$ cat src/rtl/spi_intr_ctrl_pkg.sv
// Shared types and helpers for the SPI interrupt handshake controller.
package spi_intr_pkg;

  // One-hot controller states
  typedef enum logic [4:0] {
    ST_IDLE   = 5'b00001,
    ST_PRE    = 5'b00010,
    ST_ASSERT = 5'b00100,
    ST_XFER   = 5'b01000,
    ST_POST   = 5'b10000
  } state_t;

  // Width of the shared delay counter: must hold the largest of the three delays
  function automatic int dcnt_w(input int pre_delay, input int pos_delay, input int timeout);
    int m;
    m = pre_delay;
    if (pos_delay > m) m = pos_delay;
    if (timeout > m) m = timeout;
    return $clog2(m + 1);
  endfunction

endpackage

$ cat src/rtl/spi_intr_ctrl_if.sv
// FIFO / host handshake signals of the SPI interrupt controller.
// master = FIFO + host side, slave = controller.
interface spi_intr_ctrl_if;
  logic package_ready;
  logic finish_trans;
  logic cs_n;
  logic intr_out;

  modport master (
    output package_ready,
    output cs_n,
    input  intr_out,
    input  finish_trans
  );

  modport slave (
    input  package_ready,
    input  cs_n,
    output intr_out,
    output finish_trans
  );
endinterface

$ cat src/rtl/spi_intr_ctrl_cs_sync_edge.sv
// Synchroniser and edge detector for an asynchronous host-side strobe.
// Edge pulses are registered so downstream logic sees clean single-cycle flops.
module cs_sync_edge #(
  parameter logic RESET_VAL = 1'b1
) (
  input  logic clk,
  input  logic rst,
  input  logic async_in,
  output logic fall,
  output logic rise
);
  logic meta;
  logic cs_s;
  logic cs_d;

  // Two-flop synchroniser, one delay flop, registered fall/rise pulses
  always_ff @(posedge clk) begin
    if (rst) begin
      meta <= RESET_VAL;
      cs_s <= RESET_VAL;
      cs_d <= RESET_VAL;
      fall <= 1'b0;
      rise <= 1'b0;
    end else begin
      meta <= async_in;
      cs_s <= meta;
      cs_d <= cs_s;
      fall <= cs_d & ~cs_s;
      rise <= ~cs_d & cs_s;
    end
  end
endmodule

$ cat src/rtl/spi_intr_ctrl.sv
// Handshake controller between the DAQ packet FIFO and the ESP32 SPI master.
// Counts FIFO packets against host drains and raises intr_out to request a transfer.
module spi_intr_ctrl
  import spi_intr_pkg::*;
#(
  parameter int CNT_W       = 10,
  parameter int MAX_PENDING = 1023,
  parameter int PRE_DELAY   = 100,
  parameter int POS_DELAY   = 100,
  parameter int TIMEOUT     = 50000
) (
  input  logic             sys_clk,
  input  logic             sys_rst,
  input  logic             enable,
  spi_intr_ctrl_if.slave   bus,
  output logic [CNT_W-1:0] pending,
  output logic             busy,
  output logic             timeout_pulse,
  output logic             overflow,
  output logic             proto_err
);
  localparam int DCNT_W = dcnt_w(PRE_DELAY, POS_DELAY, TIMEOUT);
  localparam logic [DCNT_W-1:0] PRE_LAST = DCNT_W'(PRE_DELAY - 1);
  localparam logic [DCNT_W-1:0] POS_LAST = DCNT_W'(POS_DELAY - 1);
  localparam logic [DCNT_W-1:0] TO_LAST  = DCNT_W'(TIMEOUT - 1);
  localparam logic [CNT_W-1:0]  PEND_MAX = CNT_W'(MAX_PENDING);

  state_t            state;
  state_t            state_nxt;
  logic [DCNT_W-1:0] dcnt;
  logic              fall;
  logic              rise;
  logic              go_req;
  logic              xfer_done;
  logic              timeout_hit;

  cs_sync_edge #(.RESET_VAL(1'b1)) u_cs_sync (
    .clk      (sys_clk),
    .rst      (sys_rst),
    .async_in (bus.cs_n),
    .fall     (fall),
    .rise     (rise)
  );

  assign go_req = enable && (pending != '0);

  // Next-state decode; fall beats the timeout in ASSERT
  always_comb begin
    state_nxt   = state;
    xfer_done   = 1'b0;
    timeout_hit = 1'b0;
    case (state)
      ST_IDLE:   if (go_req) state_nxt = ST_PRE;
      ST_PRE:    if (dcnt == PRE_LAST) state_nxt = ST_ASSERT;
      ST_ASSERT: begin
        if (fall) begin
          state_nxt = ST_XFER;
        end else if (dcnt == TO_LAST) begin
          state_nxt   = ST_PRE;
          timeout_hit = 1'b1;
        end
      end
      ST_XFER: begin
        if (rise) begin
          state_nxt = ST_POST;
          xfer_done = 1'b1;
        end
      end
      ST_POST:   if (dcnt == POS_LAST) state_nxt = go_req ? ST_PRE : ST_IDLE;
      default:   state_nxt = ST_IDLE;
    endcase
  end

  // State register and delay counter, counter cleared on every state entry
  always_ff @(posedge sys_clk) begin
    if (sys_rst) begin
      state <= ST_IDLE;
      dcnt  <= '0;
    end else begin
      state <= state_nxt;
      if (state_nxt != state || state == ST_IDLE || state == ST_XFER) dcnt <= '0;
      else dcnt <= dcnt + 1'b1;
    end
  end

  // Pending counter with saturation; simultaneous add and drain cancel out
  always_ff @(posedge sys_clk) begin
    if (sys_rst) begin
      pending  <= '0;
      overflow <= 1'b0;
    end else begin
      case ({bus.package_ready, xfer_done})
        2'b10: begin
          if (pending == PEND_MAX) overflow <= 1'b1;
          else pending <= pending + 1'b1;
        end
        2'b01:   pending <= pending - 1'b1;
        default: pending <= pending;
      endcase
    end
  end

  // Event pulses and sticky protocol error for host edges in the wrong state
  always_ff @(posedge sys_clk) begin
    if (sys_rst) begin
      bus.finish_trans <= 1'b0;
      timeout_pulse    <= 1'b0;
      proto_err        <= 1'b0;
    end else begin
      bus.finish_trans <= xfer_done;
      timeout_pulse    <= timeout_hit;
      if ((fall && state != ST_ASSERT) || (rise && state != ST_XFER)) proto_err <= 1'b1;
    end
  end

  assign bus.intr_out = (state == ST_ASSERT) || (state == ST_XFER);
  assign busy         = (state != ST_IDLE);

  // XFER is only reachable with packets outstanding, so a drain never underflows
  a_no_underflow: assert property (@(posedge sys_clk) disable iff (sys_rst)
    xfer_done |-> (pending != '0));

endmodule

$ cat src/flat_wrapper.sv
// flat-port wrapper written by rule: the top's interface ports become plain ports
module spi_intr_ctrl_flat import spi_intr_pkg::*;
#(
  parameter int CNT_W       = 10,
  parameter int MAX_PENDING = 1023,
  parameter int PRE_DELAY   = 100,
  parameter int POS_DELAY   = 100,
  parameter int TIMEOUT     = 50000
)
  (sys_clk, sys_rst, enable, pending, busy, timeout_pulse, overflow, proto_err, bus_package_ready, bus_cs_n, bus_intr_out, bus_finish_trans);
  spi_intr_ctrl_if bus_i ();
  input  logic sys_clk;
  input  logic sys_rst;
  input  logic enable;
  output logic [CNT_W-1:0] pending;
  output logic busy;
  output logic timeout_pulse;
  output logic overflow;
  output logic proto_err;
  input wire logic [$bits(bus_i.package_ready)-1:0] bus_package_ready;
  input wire logic [$bits(bus_i.cs_n)-1:0] bus_cs_n;
  output wire logic [$bits(bus_i.intr_out)-1:0] bus_intr_out;
  output wire logic [$bits(bus_i.finish_trans)-1:0] bus_finish_trans;
  assign bus_i.package_ready = bus_package_ready;
  assign bus_i.cs_n = bus_cs_n;
  assign bus_intr_out = bus_i.intr_out;
  assign bus_finish_trans = bus_i.finish_trans;
  spi_intr_ctrl #(.CNT_W(CNT_W), .MAX_PENDING(MAX_PENDING), .PRE_DELAY(PRE_DELAY), .POS_DELAY(POS_DELAY), .TIMEOUT(TIMEOUT)) u_core (.sys_clk(sys_clk), .sys_rst(sys_rst), .enable(enable), .bus(bus_i), .pending(pending), .busy(busy), .timeout_pulse(timeout_pulse), .overflow(overflow), .proto_err(proto_err));
endmodule
$ cat config.mk
export PLATFORM = sky130hd
export DESIGN_NAME = spi_intr_ctrl_flat
export DESIGN_NICKNAME = d
export VERILOG_FILES = /design/src/rtl/spi_intr_ctrl_pkg.sv /design/src/rtl/spi_intr_ctrl_if.sv /design/src/rtl/spi_intr_ctrl_cs_sync_edge.sv /design/src/rtl/spi_intr_ctrl.sv /design/src/flat_wrapper.sv
export SDC_FILE = /design/constraint.sdc
export NUM_CORES = 1
export LEC_CHECK = 0
export CAP_MARGIN = 40
export CORE_UTILIZATION = 25
export DETAILED_ROUTE_END_ITERATION = 10
export PLACE_DENSITY = 0.38
export SYNTH_ARGS = -nofsm -noshare
export SYNTH_HDL_FRONTEND = slang
export SYNTH_SLANG_ARGS = --single-unit
$ cat constraint.sdc
create_clock -name sys_clk -period 3.7 [get_ports sys_clk]
set_clock_uncertainty 0.2 [all_clocks]
set_input_delay 0.74 -clock sys_clk [delete_from_list [all_inputs] [get_ports sys_clk]]
set_output_delay 0.74 -clock sys_clk [all_outputs]
set_load 0.02 [all_outputs]
Word level (Yosys, flattened, before mapping)
Cells that the tools add are included.
- register bits: 40
- input bits: 5
- logic and storage cells: 61
- add/subtract/negate cells: 3
- equal/unequal tests: 15
- mux-type cells: 13
- bitwise operators: 5
- reduce and logical (&&, ||, !) cells: 13
- operator list (operator ; count):
    5-bit two-way mux ; 6
    5-bit one-hot mux with 5 select lines ; 1
    10-bit one-hot mux with 2 select lines ; 1
    16-bit by 1-bit adder with 16-bit output, second input constant ; 1
    16-bit equality test, second input constant ; 1
    16-bit by 7-bit equality test with 1-bit output, second input constant ; 1
    10-bit by 1-bit adder with 10-bit output, second input constant ; 1
    10-bit equality test, second input constant ; 1
    10-bit two-way mux ; 1
    10-bit nonzero test ; 1
    10-bit by 1-bit subtractor with 10-bit output, second input constant ; 1
    5-bit by 1-bit equality test with 1-bit output, second input constant ; 1
    5-bit by 2-bit equality test with 1-bit output, second input constant ; 1
    5-bit by 3-bit equality test with 1-bit output, second input constant ; 1
    5-bit by 4-bit equality test with 1-bit output, second input constant ; 1
    5-bit equality test, second input constant ; 1
    5-bit by 1-bit != test with 1-bit output, second input constant ; 1
    5-bit by 3-bit != test with 1-bit output, second input constant ; 1
    5-bit by 4-bit != test with 1-bit output, second input constant ; 1
    5-bit != test ; 1
    1-bit logical OR ; 4
    2-bit AND reduction ; 2
    1-bit logical AND ; 3
    1-bit two-way mux ; 3
    other kinds (9) ; 12

Depth between registers and ports, before layout
Gate-level depths: netlist of run 1.
- word-level depth: 9
- mapped depth: 11
- mapped depth without buffers: 9

By module
Synthesis of run 1 repeated with hierarchy kept, for this count alone.
- cells, all modules: 284
- area, all modules: 2438.6 um^2
- modules (own cells, without submodules) (module ; times used ; cells an instance ; area each (um^2) ; sequential area each (um^2)):
    spi_intr_ctrl ; 1 ; 274 ; 2304.7 ; 700.7
    cs_sync_edge ; 1 ; 10 ; 133.9 ; 100.1

Worst setup path after synthesis of run 1
Ideal clock, no wire load.
- path type: input-to-reg
- start point: input port bus_package_ready
- end point: register u_core.pending[5]
- arrival: 2.699 ns
- required time: 3.366 ns
- setup slack: 0.667 ns
- stages: 9
- buffers on the path: 1
- cell sequence: or4_1 buf_2 inv_1 ha_1 a21oi_1 a21oi_1 or4_1 nand3_1 a21oi_1
- word-level cells in the longest chain between the ends: 3
- elaborated cells on any way between the ends: 6
- ends and longest elaborated chain (element ; line ; source):
    start, declared ; flat_wrapper.sv:20 ; input wire logic [$bits(bus_i.package_ready)-1:0] bus_package_ready;
    2-bit equality test / 2-bit by 1-bit equality test with 1-bit output (equally long branches) ; spi_intr_ctrl.sv:92 ; case ({bus.package_ready, xfer_done})
    2-bit != test (no source line) / 2-bit nonzero test (equally long branches) ; -- ;
    2-bit AND reduction (no source line) ; -- ;
    end signal, assigned ; spi_intr_ctrl.sv:95 ; else pending <= pending + 1'b1;
    end signal, assigned ; spi_intr_ctrl.sv:97 ; 2'b01: pending <= pending - 1'b1;
    end signal, assigned ; spi_intr_ctrl.sv:98 ; default: pending <= pending;
    end, declared ; spi_intr_ctrl.sv:16 ; output logic [CNT_W-1:0] pending,
Several ways; a longest one is shown, not always the timed one.
A chain may end at the register's enable or synchronous reset.

Worst setup path after layout of run 1
- start point: input port bus_package_ready
- end point: register u_core.pending[8]
Same word-level chain as after synthesis.

==> results_dict.tcl, run 1 <==
set metrics [dict create \
    status "completed" \
    relSlewSlack_pct 47.0 \
    wl_met2_um 2430 \
    worst_slew_pin_slew_ns 0.795 \
    top_layer "met4" \
    crit_chain "clkdlybuf4s50_1, or4_1, inv_1, ha_1, and2_1, o21ai_0, a31oi_1, xnor2_1, o31ai_1" \
    min_period_ns 3.26 \
    worst_path_max_delay_cell "or4_1" \
    layout_common_cells "40 x dfxtp_1, 24 x nor3_1, 22 x nand2_1, 20 x clkdlybuf4s50_1, 18 x nor2_1" \
    grt_pass1_vias 1803 \
    slowest_delay_ns 0.54 \
    wl_met1_um 2820 \
    p_int_mw 0.710 \
    crit_arrival_ns 3.26 \
    r2r_start "u_core.state[3]" \
    layout_commonest_cell "dfxtp_1" \
    fin_total_pwr_mw 0.935 \
    cts-root-buf "clkbuf_8" \
    n_antenna_cell 0 \
    htreeDepth 2 \
    grt_usage_pct 12.4 \
    synth-seq-cells 40 \
    antenna_found_initial 0 \
    syn_area_um2 2240 \
    cts_tree "built" \
    clk_latency_ns 0.29 \
    grt_pass1_wl_um 8930 \
    required_ns 3.71 \
    wl_met3_um 139 \
    power.switching_mw 0.225 \
    syn-num-nets 286 \
    fmax_ghz 0.307 \
    avgSynthCellArea_um2 8.26 \
    routed_via_density 4.89 \
    grt_setup_unrepaired "no" \
    r2r_setup_slack_ns 0.52 \
    largest_reg_flops 16 \
    post_cts_buffers 0 \
    ios 21 \
    fin_crit_sh_pct 88.0 \
    reg2reg_to "u_core.pending[8]" \
    drv_cap 0 \
    min_path_type "reg2reg" \
    drv_slew 0 \
    critPathCapture "u_core.pending[8]" \
    drc 0 \
    finalSetupViolCount 0 \
    r2r_cells 9 \
    p_leak_nw 0.935 \
    synth_top_flop_cell "dfxtp_1" \
    start_util_pct 25.8 \
    ys_seq_area_share_pct 35.8 \
    swShare_pct 24.1 \
    clkPwrFrac_pct 42.6 \
    largestRegisters "u_core.dcnt x16, u_core.pending x10, u_core.state x5" \
    ant_nets 0 \
    vias 1959 \
    end_kind "flip-flop" \
    startpoint_type "input port" \
    wirelength_um 5440 \
    clockBufferDepth 2 \
    setup_tns_ns 0 \
    fp.coreArea_um2 8680 \
    clkSlewWorstSetupHoldPaths_ns 0.08 \
    power.density_nw_per_um2 350 \
    synth_warnings 0 \
    pwr-share-comb_pct 9.4 \
    ys_async_sr_fraction_pct 0 \
    post_drt_wl_per_cell_um 13.6 \
    cts_buffers 5 \
    cts_resized 0 \
    die_y_um 96.6 \
    syn_to_final_growth_pct 19.5 \
    cts.sinks 40 \
    grt-ovfl-total 0 \
    die_w_um 96.6 \
    gp_congestion 0.748 \
    synthCells 271 \
    hp-start "u_core.u_cs_sync.cs_d" \
    hold_viol_final 0 \
    layout.nets 307 \
    drt-pass1-iter-count 4 \
    regMostFlops "u_core.dcnt" \
    whs_path_depth 1 \
    n_fill_cell 963 \
    critPathKind "in2reg" \
    fp-row-count 34 \
    synth_edf_count 0 \
    crit_fanout 7 \
    fin_util_pct 30.8 \
    final_layout_size_suffix_gt1_share_pct 7.17 \
    portBuffers 20 \
    dpl.hpwl_um 3890 \
    holdBufCountCts 0 \
    dieArea_um2 9330 \
    startpoint "bus_package_ready" \
    p_seq_share_pct 48.0 \
    first_iter_violations 77 \
    peakVddDrop_v 0.000204 \
    yosysUniqueCellTypes 53 \
    grt_max_degree 27 \
]
-- worst max-delay path: cells and delay by family --
kind / cells / cell delay [ns]
simple gates: 2 / 0.75
fa+ha+maj: 1 / 0.35
compound gates: 3 / 0.59
buf+inv: 2 / 0.67
xor+xnor: 1 / 0.15
-- worst min-delay path by stage --
| stage | endpoint |
|---|---|
| 2_1_floorplan | u_core.u_cs_sync.cs_s |
| 3_3_place_gp | u_core.u_cs_sync.cs_s |
| 3_5_place_dp | u_core.u_cs_sync.cs_s |
| 4_1_cts | u_core.u_cs_sync.rise |
| 5_1_grt | u_core.u_cs_sync.rise |
| 6_report | u_core.u_cs_sync.rise |
-- cells in the mapped netlist, types with 4 or more instances --
library cell,instances,area [um2]
o31ai_1,4,30.0
nand3_1,13,65.1
a21oi_1,16,80.1
o21ai_0,7,35.0
inv_1,11,41.3
nor2b_1,4,25.0
or2_2,4,25.0
nor3_1,24,120
nor4_1,5,31.3
or4_1,4,30.0
nand2_1,22,82.6
dfxtp_1,40,801
or3_1,5,31.3
clkbuf_1,6,22.5
xnor2_1,12,105
ha_1,9,113
nor2_1,18,67.6
a31oi_1,4,25.0
xor2_1,7,61.3
nand4_1,9,56.3
-- power groups by stage --
stage | combinational [mW] | clock, mW | sequential (mW)
finish | 0.0879 | 0.399 | 0.449
detailed placement | 0.0891 | 0 | 0.459
CTS | 0.0893 | 0.415 | 0.449
global route | 0.0975 | 0.431 | 0.451
global placement | 0.0905 | 0 | 0.459
floorplan | 0.0620 | 0 | 0.458
-- final cells by class --
class,instances,area (um2),area share [%]
sequential,40,801,29.9
clock inverter,1,30.0,1.12
timing repair buffer,25,238,8.89
inverter,11,41.3,1.54
clock buffer,7,96.3,3.60
multi-input combinational,209,1330,49.8
tap,108,135,5.05
-- per-stage QoR --
stage	hold slack (ns)	worst slack, ns	instances	area (um2)
2_1_floorplan	0.189	0.667	271	2240
3_3_place_gp	0.207	0.161	393	2550
3_5_place_dp	0.205	0.155	393	2550
4_1_cts	0.224	0.449	401	2670
5_1_grt	0.235	0.302	401	2670
6_report	0.218	0.445	401	2670
-- logic make-up after synthesis --
family	count (synthesis)	share of synthesized area (%)
and+or+nand+nor	129	31.1
AOI/OAI and AO/OA	51	15.1
adders and majority gates	10	5.93
buffers and inverters	22	4.64
DFF	40	35.8
xor gates and xnor gates	19	7.44
-- layer usage --
| metal | vias up | track usage [%] |
|---|---|---|
| met5 | - | 0 |
| li1 | 1034 | - |
| met4 | 0 | 3.31 |
| met2 | 21 | 19.5 |
| met3 | 5 | 2.58 |
| met1 | 899 | 17.3 |
Note: power is estimated with default switching activity, not from simulation.
==> inputs of run 2 (changes only) <==
--- a/config.mk
+++ b/config.mk
@@ -11,4 +11,5 @@
 export PLACE_DENSITY = 0.38
 export SYNTH_ARGS = -nofsm -noshare
 export SYNTH_HDL_FRONTEND = slang
+export SYNTH_HIERARCHICAL = 1
 export SYNTH_SLANG_ARGS = --single-unit
==> constraint.sdc (replaced) <==
create_clock -name sys_clk -period 3.4 [get_ports sys_clk]
set_clock_uncertainty 0.2 [all_clocks]
set_input_delay 0.68 -clock sys_clk [delete_from_list [all_inputs] [get_ports sys_clk]]
set_output_delay 0.68 -clock sys_clk [all_outputs]
set_load 0.02 [all_outputs]
==> run 2 against run 1 <==
  * Synthesized cell count grew 4.8%
  * Sequential cell count is the same
  * Via count grew 9.4%
  * Global-route usage grew 0.73 points
  * Die area grew 8.8%
  * Count of clock-buffer cells in the layout shrank 1
  * Critical path depth is the same
  * Cell area grew 13%
  * Register-to-register slack lost 0.23 ns
  * Wire length grew 15%
  * Power is essentially flat
  * Critical path type unchanged
==> results_dict.tcl, run 2 <==
set metrics [dict create \
    cts-root-buf "clkbuf_8" \
    drv_slew 0 \
    grt_pass1_vias 1991 \
    min_period_ns 3.24 \
    syn_to_final_growth_pct 24.1 \
    vias 2144 \
    clkPwrFrac_pct 32.9 \
    dpl.cell_count 449 \
    n_antenna_cell 0 \
    fp.coreArea_um2 9330 \
    portBuffers 20 \
    fp-row-count 35 \
    crit_fanout 5 \
    fin_crit_sh_pct 95.3 \
    finalNonFillerCells 456 \
    p_leak_nw 1.16 \
    crit_arrival_ns 3.22 \
    relSlewSlack_pct 57.2 \
    grtUsageMet1_pct 19.3 \
    antenna_found_initial 0 \
    wirelength_um 6270 \
    hold_viol_final 0 \
    required_ns 3.38 \
    power.density_nw_per_um2 309 \
    worst_slew_pin_slew_ns 0.637 \
    synth_top_flop_cell "dfxtp_1" \
    clockBufferDepth 2 \
    fin_util_pct 32.4 \
    startpoint_type "input port" \
    critPathKind "in2reg" \
    drt-pass1-iter-count 4 \
    post-place-ws_ns -0.181 \
    post_drt_wl_per_cell_um 13.8 \
    routed_via_density 4.70 \
    finalSetupViolCount 0 \
    synth-seq-cells 40 \
    yosysTopAreaCellShare_pct 32.8 \
    largestRegisters "u_core/dcnt x16, u_core/pending x10, u_core/state x5" \
    met3_usage_pct 2.36 \
    end_kind "flip-flop" \
    cts_buffers 5 \
    grt_pass1_wl_um 10400 \
    final_layout_size_suffix_gt1_share_pct 18.7 \
    top_usage_layer "met2" \
    crit_top_cell "or4_1" \
    syn_area_um2 2440 \
    placed_cell_area_um2 2930 \
    critPathTopFamily "simple AND/OR/NAND/NOR gates" \
    synth_common_cells "40 x dfxtp_1, 30 x nand2_1, 18 x nor2_1" \
    synthCells 284 \
    design_area_um2 3030 \
    grt-ovfl-total 0 \
    yosysMostFrequentCell "dfxtp_1" \
    grt_max_degree 28 \
    layout_commonest_cell "dfxtp_1" \
    ios 21 \
    regMostFlops "u_core/dcnt" \
    fmax_ghz 0.309 \
    grt_usage_pct 13.2 \
    worst_path_max_delay_cell "or4_1" \
    die_y_um 101 \
    crit_chain "clkdlybuf4s50_1, or4_1, inv_2, ha_2, o21ai_0, o211ai_1, a41oi_2, or4_1, o311ai_0" \
    first_iter_violations 56 \
    synth_edf_count 0 \
    crit_buf_inv 2 \
    worst_slack_ns 0.159 \
    grt_setup_unrepaired "no" \
    layout_common_cells "40 x dfxtp_1, 30 x nand2_1, 29 x buf_4, 20 x clkdlybuf4s50_1, 18 x nor2_1" \
    pwr-share-comb_pct 15.0 \
    syn-num-nets 299 \
    clk_latency_ns 0.29 \
    grt_use_met2_pct 19.4 \
    power.switching_mw 0.260 \
    dieArea_um2 10200 \
    ant_nets 0 \
    drc 0 \
    drv_cap 0 \
    avgSynthCellArea_um2 8.59 \
    peakVddDrop_v 0.000128 \
    largest_reg_flops 16 \
    min_path_type "reg2reg" \
    status "completed" \
    gp_congestion 0.747 \
    p_int_mw 0.676 \
    swShare_pct 27.8 \
    synth_top_cells_by_area "dfxtp_1 33%, ha_1 4.6%, nand2_1 4.6%" \
    start_util_pct 26.1 \
    clkSlewWorstSetupHoldPaths_ns 0.08 \
    synth_top_area_cell "dfxtp_1" \
    cts_tree "built" \
    htreeDepth 2 \
    dpl.hpwl_um 4490 \
    ys_async_sr_fraction_pct 0 \
    p_seq_share_pct 52.0 \
    synth_warnings 6 \
    yosysUniqueCellTypes 59 \
    cts.sinks 40 \
    layout.nets 342 \
    ys_seq_area_share_pct 32.8 \
    slowest_delay_ns 0.56 \
    die_w_um 101 \
]
[run 2: changes by cell type after synthesis, sizes merged, moves of 4 or more]
| cell | before | now |
|---|---|---|
| nand2 | 22 | 30 |
| a21oi | 17 | 12 |
| nand2b | 2 | 7 |
| nor4b | 0 | 4 |
[run 2: logic make-up after synthesis]
family	share of synthesized area, %
compound gates	17.2
xor+xnor	6.46
fa+ha+maj	5.44
buf+inv	5.03
flops	32.8
mux	0.410
simple gates	32.6
[run 2: timing repair]
item / 4_1_cts / 5_1_grt
hold buffers: 0 / 0
endpoints found under the setup margin: 0 / 1
setup buffers: 0 / 0
gates resized for setup: 0 / 5
[run 2: power by group through the flow]
stage,Clock [mW],Sequential (mW),Combinational [mW]
floorplan,0,0.499,0.0926
global placement,0,0.498,0.144
detailed placement,0,0.498,0.142
CTS,0.334,0.487,0.143
global route,0.343,0.489,0.155
finish,0.308,0.487,0.141
[run 2: layer usage]
metal  share of wire (%)  vias to the layer above
met4                0.80                        0
met2                  43                       19
met5                   0                        -
li1                    -                     1123
met3                 2.2                        4
met1                  54                      998
[run 2: per-stage QoR]
stage               hold WS, ns  setup TNS, ns  power [mW]
floorplan                 0.183              0       0.592
global placement          0.195         -0.378       0.642
detailed placement        0.198         -0.390       0.641
CTS                       0.218              0       0.964
global route              0.249              0       0.987
finish                    0.213              0       0.936
[run 2: final timing paths]
check | end | depth (start not counted) | slack (ns) | startpoint
worst max-delay path | u_core/pending[9] | 9 | 0.16 | bus_package_ready
worst min-delay path | u_core/u_cs_sync/cs_s | 1 | 0.21 | u_core/u_cs_sync/meta
worst max register to register | u_core/pending[9] | 9 | 0.29 | u_core/state[1]
worst min register to register | u_core/u_cs_sync/cs_s | 1 | 0.21 | u_core/u_cs_sync/meta
[run 2: area by class of cell]
class | count | area [um2]
sequential | 40 | 801
timing repair buffer | 49 | 418
inverter | 10 | 37.5
fill | 990 | 6300
clock buffer | 6 | 72.6
tap | 129 | 161
clock inverter | 1 | 5.00
multi-input combinational | 221 | 1530
==> inputs of run 3 (changes only) <==
--- a/config.mk
+++ b/config.mk
@@ -6,9 +6,9 @@
 export NUM_CORES = 1
 export LEC_CHECK = 0
 export CAP_MARGIN = 40
-export CORE_UTILIZATION = 25
+export CORE_UTILIZATION = 58
 export DETAILED_ROUTE_END_ITERATION = 10
-export PLACE_DENSITY = 0.38
+export PLACE_DENSITY = 0.77
 export SYNTH_ARGS = -nofsm -noshare
 export SYNTH_HDL_FRONTEND = slang
 export SYNTH_HIERARCHICAL = 1
==> run 3 against run 2 <==
  * Critical path depth did not move
  * Power decreased by 0.85%
  * Utilization rose by 40 points
==> results_dict.tcl, run 3 (synthesized netlist as in run 2, its figures left out) <==
set metrics [dict create \
    power.switching_mw 0.253 \
    ant_nets 0 \
    drv_cap 0 \
    p_int_mw 0.675 \
    fp.coreArea_um2 4030 \
    p_leak_nw 1.15 \
    layout_commonest_cell "dfxtp_1" \
    grt_setup_unrepaired "no" \
    finalSetupViolCount 0 \
    post_drt_wl_per_cell_um 14.4 \
    status "completed" \
    holdBufCountCts 0 \
    drt-pass1-iter-count 4 \
    die_y_um 66.8 \
    clockBufferDepth 2 \
    die_w_um 66.8 \
    drc 0 \
    drv_slew 0 \
    ios 21 \
    grt_pass1_vias 1934 \
    clk_latency_ns 0.30 \
    portBuffers 20 \
    p_seq_share_pct 52.5 \
    cts_tree "built" \
    first_iter_violations 145 \
    cts_buffers 5 \
    regMostFlops "u_core/dcnt" \
    fin_crit_sh_pct 96.5 \
    min_period_ns 3.28 \
    fin_util_pct 72.1 \
    htreeDepth 2 \
    r2r_cells 9 \
    end_kind "flip-flop" \
    grt_usage_pct 26.3 \
    startpoint "bus_package_ready" \
    syn_to_final_growth_pct 19.1 \
    largest_reg_flops 16 \
    clkPwrFrac_pct 32.7 \
    layout_common_cells "40 x dfxtp_1, 30 x nand2_1, 27 x buf_4, 20 x clkdlybuf4s50_1, 18 x nor2_1" \
    cts.sinks 40 \
    dieArea_um2 4470 \
    cts-root-buf "clkbuf_8" \
    grt-ovfl-total 0 \
    min_path_type "reg2reg" \
    worst_slew_pin_slew_ns 0.676 \
    vias 2194 \
    critPathKind "in2reg" \
    start_util_pct 60.5 \
    fp-row-count 23 \
    setup_tns_ns 0 \
    layout.nets 340 \
    r2r_start "u_core/state[1]" \
    critPathCapture "u_core/pending[9]" \
    dpl.hpwl_um 3900 \
    hold_viol_final 0 \
    fin_total_pwr_mw 0.928 \
    relSlewSlack_pct 55.0 \
    final_layout_size_suffix_gt1_share_pct 17.2 \
    peakVddDrop_v 0.000214 \
    finalNonFillerCells 375 \
    wirelength_um 5410 \
    pwr-share-comb_pct 14.8 \
    largestRegisters "u_core/dcnt x16, u_core/pending x10, u_core/state x5" \
    grt_pass1_wl_um 8830 \
    power.density_nw_per_um2 320 \
    crit_fanout 5 \
    crit_arrival_ns 3.27 \
    n_antenna_cell 0 \
    r2r_setup_slack_ns 0.27 \
    reg2reg_to "u_core/pending[9]" \
    gp_congestion 0.894 \
    grt_max_degree 28 \
    dpl.cell_count 367 \
    fmax_ghz 0.305 \
    startpoint_type "input port" \
    required_ns 3.39 \
    routed_via_density 5.85 \
    clkSlewWorstSetupHoldPaths_ns 0.08 \
    swShare_pct 27.2 \
    antenna_found_initial 0 \
]
run 3: cell count changes in the layout (fill, tap and decap cells not counted):
cell / delta
buf_4: -2
a211oi_1: +1
a211oi_2: -1
ha_1: +1
ha_2: -1
inv_1: +1
inv_2: -1
run 3: worst min-delay path by stage:
stage                                     start               endpoint  depth (start not counted)
final                     u_core/u_cs_sync/cs_d  u_core/u_cs_sync/rise                          1
after detailed placement  u_core/u_cs_sync/cs_d  u_core/u_cs_sync/rise                          1
after global placement    u_core/u_cs_sync/cs_d  u_core/u_cs_sync/rise                          1
after floorplan           u_core/u_cs_sync/meta  u_core/u_cs_sync/cs_s                          1
after global routing      u_core/u_cs_sync/meta  u_core/u_cs_sync/cs_s                          1
after CTS                 u_core/u_cs_sync/cs_d  u_core/u_cs_sync/rise                          1
run 3: area by class of cell:
cell class,count,area (um2)
Clock buffer,6,72.6
Clock inverter,1,5.00
Fill cell,334,1120
Tap cell,50,62.6
Timing Repair Buffer,47,403
Multi-Input combinational cell,221,1520
Inverter,10,37.5
Sequential cell,40,801
run 3: per-stage QoR:
step | hold slack [ns] | area, um2 | setup WS (ns)
after floorplan | 0.183 | 2440 | 0.191
after global placement | 0.196 | 2810 | -0.0550
after detailed placement | 0.206 | 2810 | -0.212
after CTS | 0.216 | 2890 | 0.0714
after global routing | 0.229 | 2900 | 0.00924
final | 0.211 | 2900 | 0.117
run 3: critical path, stage by stage:
cell and delay (ns):
clkdlybuf4s50_1 0.45, or4_1 0.54, inv_1 0.16, ha_1 0.21, o21ai_0 0.12, o211ai_1 0.32
a41oi_2 0.20, or4_1 0.49, o311ai_0 0.11
run 3: repair_timing:
action,4_1_cts,5_1_grt
setup buffers,0,1
setup endpoints to repair,0,1
gates resized for setup,0,2
endpoints found under the hold margin,0,0
run 3: routing by layer:
layer	routed length (um)	vias up	global-route usage, %
met5	0	-	0
met4	77	0	9.57
met3	168	7	4.11
met2	2460	42	41.0
met1	2710	1018	36.1
li1	-	1127	-
run 3: power by group through the flow:
stage / Combinational [mW] / Clock (mW) / Sequential (mW)
finish: 0.137 / 0.304 / 0.487
global route: 0.149 / 0.320 / 0.489
CTS: 0.137 / 0.311 / 0.487
detailed placement: 0.136 / 0 / 0.498
global placement: 0.135 / 0 / 0.498
floorplan: 0.0926 / 0 / 0.499
